==> src/rtl/cg_merge_pkg.sv <==
// Shared types and helpers for the clock-enable merging register bank.
// Latency: n/a (types and constant functions only).
// Backpressure: n/a.
package cg_merge_pkg;

  // Per-group idle behaviour.
  typedef enum logic {
    HOLD_ON_IDLE = 1'b0,
    COPY_ON_IDLE = 1'b1
  } grp_mode_e;

  // Copy source for group g: its upper neighbour, wrapping at the top.
  function automatic int src_idx(input int g, input int n);
    return (g + 1) % n;
  endfunction

endpackage

==> src/rtl/cg_merge_group.sv <==
// One register group: raw enable, next value and gated storage.
// Latency: one cycle from inputs to val.
// Backpressure: none; the group captures whenever its effective enable is high.
// Ports: clk/rst; valid/last strobes; mode; merge/shared_en (bank-wide enable);
//        in_grp (load data); src_val (neighbour's pre-edge value);
//        raw_en (this group's own enable); val (registered contents).
module cg_merge_group
  import cg_merge_pkg::*;
#(
  parameter int GW = 8
) (
  input  logic          clk,
  input  logic          rst,
  input  logic          valid,
  input  logic          last,
  input  grp_mode_e     mode,
  input  logic          merge,
  input  logic          shared_en,
  input  logic [GW-1:0] in_grp,
  input  logic [GW-1:0] src_val,
  output logic          raw_en,
  output logic [GW-1:0] val
);

  logic          clk_en;
  logic [GW-1:0] nxt;
  logic [GW-1:0] d;

  always_comb begin
    raw_en = valid | ((mode == COPY_ON_IDLE) & ~last);
    // A HOLD group is only enabled by valid, so the copy path is never taken for it.
    nxt    = valid ? in_grp : src_val;
    clk_en = merge ? shared_en : raw_en;
    // Under the shared enable, groups that would have held recirculate their own value,
    // so contents are identical with or without merging.
    d      = raw_en ? nxt : val;
  end

  always_ff @(posedge clk) begin
    if (rst) begin
      val <= '0;
    end else if (clk_en) begin
      val <= d;
    end
  end

endmodule

==> src/rtl/cg_merge_regbank.sv <==
// Register bank with per-group clock enables, optional single merged enable, and activity counters.
// Latency: one cycle from inputs to out; en_vec is combinational for the coming edge.
// Backpressure: none; loads are accepted every cycle, counters saturate instead of wrapping.
// Ports: clk/rst; valid/last; in_data; cfg_we/cfg_mode/cfg_merge; cnt_clr;
//        out (bank contents); en_vec (effective enables); en_bits/en_cycles (activity counters).
module cg_merge_regbank
  import cg_merge_pkg::*;
#(
  parameter int N_GROUPS = 4,
  parameter int GW       = 8,
  parameter int CNT_W    = 32
) (
  input  logic                   clk,
  input  logic                   rst,
  input  logic                   valid,
  input  logic                   last,
  input  logic [N_GROUPS*GW-1:0] in_data,
  input  logic                   cfg_we,
  input  logic [N_GROUPS-1:0]    cfg_mode,
  input  logic                   cfg_merge,
  input  logic                   cnt_clr,
  output logic [N_GROUPS*GW-1:0] out,
  output logic [N_GROUPS-1:0]    en_vec,
  output logic [CNT_W-1:0]       en_bits,
  output logic [CNT_W-1:0]       en_cycles
);

  // Headroom so one increment on top of a full counter cannot overflow the sum.
  localparam int INC_W = $clog2(N_GROUPS * GW + 1);
  localparam int SUM_W = CNT_W + INC_W + 1;

  logic [N_GROUPS-1:0] mode_q;
  logic                merge_q;
  logic [N_GROUPS-1:0] raw_en;
  logic                any_en;

  always_ff @(posedge clk) begin
    if (rst) begin
      mode_q  <= '0;
      merge_q <= 1'b0;
    end else if (cfg_we) begin
      mode_q  <= cfg_mode;
      merge_q <= cfg_merge;
    end
  end

  assign any_en = |raw_en;
  assign en_vec = merge_q ? {N_GROUPS{any_en}} : raw_en;

  for (genvar g = 0; g < N_GROUPS; g++) begin : g_grp
    localparam int SRC = src_idx(g, N_GROUPS);
    cg_merge_group #(.GW(GW)) u_grp (
      .clk       (clk),
      .rst       (rst),
      .valid     (valid),
      .last      (last),
      .mode      (grp_mode_e'(mode_q[g])),
      .merge     (merge_q),
      .shared_en (any_en),
      .in_grp    (in_data[g*GW +: GW]),
      .src_val   (out[SRC*GW +: GW]),
      .raw_en    (raw_en[g]),
      .val       (out[g*GW +: GW])
    );
  end

  logic [SUM_W-1:0] bits_inc;
  logic [SUM_W-1:0] bits_sum;
  logic [CNT_W:0]   cyc_sum;
  logic [CNT_W-1:0] bits_nxt;
  logic [CNT_W-1:0] cyc_nxt;

  always_comb begin
    bits_inc = '0;
    for (int g = 0; g < N_GROUPS; g++) begin
      if (en_vec[g]) bits_inc = bits_inc + SUM_W'(GW);
    end
    bits_sum = {{(SUM_W-CNT_W){1'b0}}, en_bits} + bits_inc;
    bits_nxt = (bits_sum > {{(SUM_W-CNT_W){1'b0}}, {CNT_W{1'b1}}}) ? {CNT_W{1'b1}}
                                                                    : bits_sum[CNT_W-1:0];
    cyc_sum  = {1'b0, en_cycles} + {{CNT_W{1'b0}}, |en_vec};
    cyc_nxt  = cyc_sum[CNT_W] ? {CNT_W{1'b1}} : cyc_sum[CNT_W-1:0];
  end

  always_ff @(posedge clk) begin
    if (rst || cnt_clr) begin
      en_bits   <= '0;
      en_cycles <= '0;
    end else begin
      en_bits   <= bits_nxt;
      en_cycles <= cyc_nxt;
    end
  end

endmodule

==> config.mk <==
export PLATFORM = sky130hd
export DESIGN_NAME = cg_merge_regbank
export DESIGN_NICKNAME = d
export VERILOG_FILES = /design/src/rtl/cg_merge_pkg.sv /design/src/rtl/cg_merge_group.sv /design/src/rtl/cg_merge_regbank.sv
export SDC_FILE = /design/constraint.sdc
export NUM_CORES = 1
export LEC_CHECK = 0
export BUFFER_PORTS_ARGS = -buffer_cell sky130_fd_sc_hd__clkbuf_2
export CAP_MARGIN = 10
export CORE_ASPECT_RATIO = 0.8
export CORE_MARGIN = 2
export CORE_UTILIZATION = 49
export CTS_BUF_LIST = sky130_fd_sc_hd__clkbuf_8
export DETAILED_ROUTE_END_ITERATION = 8
export GPL_ROUTABILITY_DRIVEN = 0
export PLACE_DENSITY = 0.79
export SETUP_SLACK_MARGIN = 0.4
export SYNTH_ARGS = -nofsm -noshare
export SYNTH_HDL_FRONTEND = slang
export SYNTH_SLANG_ARGS = --single-unit
==> constraint.sdc <==
create_clock -name clk -period 3.5 [get_ports clk]
set_input_delay 0.35 -clock clk [delete_from_list [all_inputs] [get_ports clk]]
set_output_delay 0.35 -clock clk [all_outputs]
set_load 0.005 [all_outputs]
==> summary.txt <==
Status
  – Status: complete, no violations

Timing
  – Worst Clk Skew: 8.59 ps
  – Endpoints failing setup: 0
  – Post-route minimum period: 3490 ps
  – Crit share post-route: 0.996
  – Worst-margin pin slew: 950 ps
  – RSZ-0062 raised after global routing: yes
  – WHS: 214 ps
  – Worst slew margin: 0.367
  – Pins Over Slew Limit: 0
  – Max Freq: 0.287 GHz
  – Setup WS post-layout: 12.9 ps
  – Final hold violation count: 0

Global routing
  – Initial antenna violation count: 0
  – Total GRT Usage: 0.246
  – Congestion Overflow GR: 0
  – First-pass GRT wire length: 21,400 um
  – Number of global-route vias before repair: 4,383
  – Pin count of the biggest net entering global routing: 63

Synth
  – FF+latch count, synth: 99
  – Gate Count Post-Synth: 574
  – Syn. warnings: 0
  – Fraction of registers with async set/reset: 0
  – Synth cell types: 55
  – Largest area contributor in the netlist: dfxtp_1
  – Top cells by area, synth: dfxtp_1 40%, a21oi_1 8.0%, mux2i_1 6.1%
  – Dominant synthesized flop cell: dfxtp_1
  – Seq/Total Area, Yosys: 0.402
  – Top cell type's share of synthesized area: 0.402
  – Synthesized area per cell: 8.59 sq um
  – Mapped cell area: 4930 sq um
  – Post-synth EDFFs: 0
  – Post-Syn Nets: 627

Flow run
  – Max-cap viol count: 0

Critical path
  – Worst setup EP type: register
  – Crit path launch type: register
  – Reg-to-reg setup timing slack: 10 ps
  – Largest fanout on the critical path: 6
  – Worst Path Class, Setup: register to register
  – CP Data Required Time: 3710 ps
  – Crit path DAT: 3700 ps

Pwr
  – Lkg Pwr: 2.75 nW
  – Power Dens Cells: 357 nW/um^2
  – Worst VDD drop: 0.227 mV

Finish
  – Multi-input combinational cell area: 2910 sq um
  – Most frequent cells in the layout: 142 x clkbuf_2, 96 x dfxtp_1, 73 x a21oi_1
  – Storage cell area: 1990 sq um
  – Final Cell Area: 6220 sq um
  – Area grow syn2layout: 26.2%
  – Diodes inserted: 0
  – Commonest non-fill, non-tap cell in the layout: clkbuf_2
  – Final Net Count: 765
  – Fraction of layout cells with a size suffix above 1: 0.350
  – # fillers: 826

Clock tree
  – Clk slew on worst S/H paths: 100 ps
  – Clock root cell: clkbuf_8
  – CTS tree: built
  – Max clock buf depth: 2
  – Num CTS Buffers: 9
  – CTS sink cnt: 99
  – Clock Latency Late Sink: 360 ps
  – Hold Buf Count CTS: 0
  – Htree depth: 3

Place
  – DP Worst Slack: -63.4 ps
  – Placed cell areas: 5760 sq um
  – DPL Wire Length: 9070 um
  – I/O Buffers: 142

Hold path
  – Worst hold path class: input pin to register

Die
  – Core area: 9730 sq um
  – Die W: 116 um
  – Io pins: 143
  – Row cnt: 32
  – Initial core utilization: 0.507
  – Floorplan die height: 93.7 um
  – Die Area: 10,900 sq um

Routing
  – DRC viols: 0
  – Iteration-0 DRC Markers: 337
  – Wire per inst: 15.5 um
  – TritonRoute pass-1 iters: 5
  – Final antenna-violating net count: 0
  – Number of vias per cell: 5.46
  – Via count: 4,654
  – DRT Wirelength: 13,200 um
[stage by stage]
step           TNS [ps]  utilization  instances  power [mW]
4_1_cts               0        0.635        852        2.23
6_report              0        0.639        853        2.22
3_3_place_gp          0        0.592        822        1.50
3_5_place_dp      -76.6        0.592        822        1.51
5_1_grt           -2080        0.639        853        2.33
2_1_floorplan         0            -        574        1.42
[power by group]
part	leakage, nW	switching [mW]	internal, mW
registers	0.807	0.0317	1.16
logic	1.84	0.182	0.167
clock network	0.0949	0.389	0.293
[cell usage after synthesis (2+ instances only)]
library cell	instances
a41oi_1	2
a211oi_1	7
nor2b_1	3
xor2_1	34
buf_6	5
and3_1	14
dfxtp_1	99
nand2b_1	5
nor3_1	11
a21o_1	2
o21ai_0	3
xnor2_1	14
nand4_1	18
nand2_1	38
and4_1	3
buf_1	2
mux2i_1	30
inv_1	12
clkbuf_1	24
or2_2	2
nor2_1	73
nor4_1	2
ha_1	9
nand3_1	20
and2_1	2
a31oi_1	3
buf_4	7
nor3_2	2
or2_1	2
and4_4	2
buf_2	3
a21oi_1	79
a21oi_2	20
[metal layers]
| metal | global-route usage | vias up | part of all wire |
|---|---|---|---|
| met5 | 0 | - | 0 |
| met1 | 0.318 | 2225 | 0.44 |
| li1 | - | 2267 | - |
| met4 | 0.0546 | 0 | 0.010 |
| met3 | 0.0710 | 14 | 0.065 |
| met2 | 0.409 | 148 | 0.48 |
[final timing paths]
| kind | startpoint | endpoint | cells past startpoint |
|---|---|---|---|
| hold reg to reg | en_bits[1] | en_bits[1] | 2 |
| setup / recovery | mode_q[0] | en_bits[13] | 14 |
| setup reg to reg | mode_q[0] | en_bits[13] | 14 |
| hold / removal | in_data[29] | g_grp[3].u_grp.val[5] | 3 |
[sequential cells by signal, indices dropped and copies added, names as in the netlist]
name and flops:
en_cycles 32, g_grp.u_grp.val 32, en_bits 30, mode_q 4, merge_q 1
[logic make-up after synthesis]
logic type | share of synthesized area
and+or+nand+nor | 0.212
AOI/OAI and AO/OA | 0.155
DFF | 0.402
buffers and inverters | 0.0541
xor gates and xnor gates | 0.0853
muxes | 0.0632
adders and majority gates | 0.0269
other | 0.000761
[critical path, stage by stage, from the launching register on]
cell and delay [ps]:
dfxtp_4 370, buf_4 140, o31ai_1 400, a21oi_2 150, nor2_2 150, buf_4 160, xnor2_4 120, ha_1 250
mux2_4 300, fa_2 370, a211oi_4 320, nor2_4 100, and4_1 240, xnor2_1 180, a21oi_1 90
[cell type report]
type | instances | area share
multi-input combinational | 423 | 0.468
sequential | 99 | 0.320
timing repair buffer | 167 | 0.149
tap | 136 | 0.0274
clock buffer | 11 | 0.0243
inverter | 12 | 0.00724
clock inverter | 5 | 0.00443
[repair_timing]
action,in CTS,in global routing
endpoints found under the setup margin,30,57
setup buffers,11,0
resized for setup,28,3
cloned,3,1
pin swaps,16,3
Note: power is estimated with default switching activity, not from simulation.
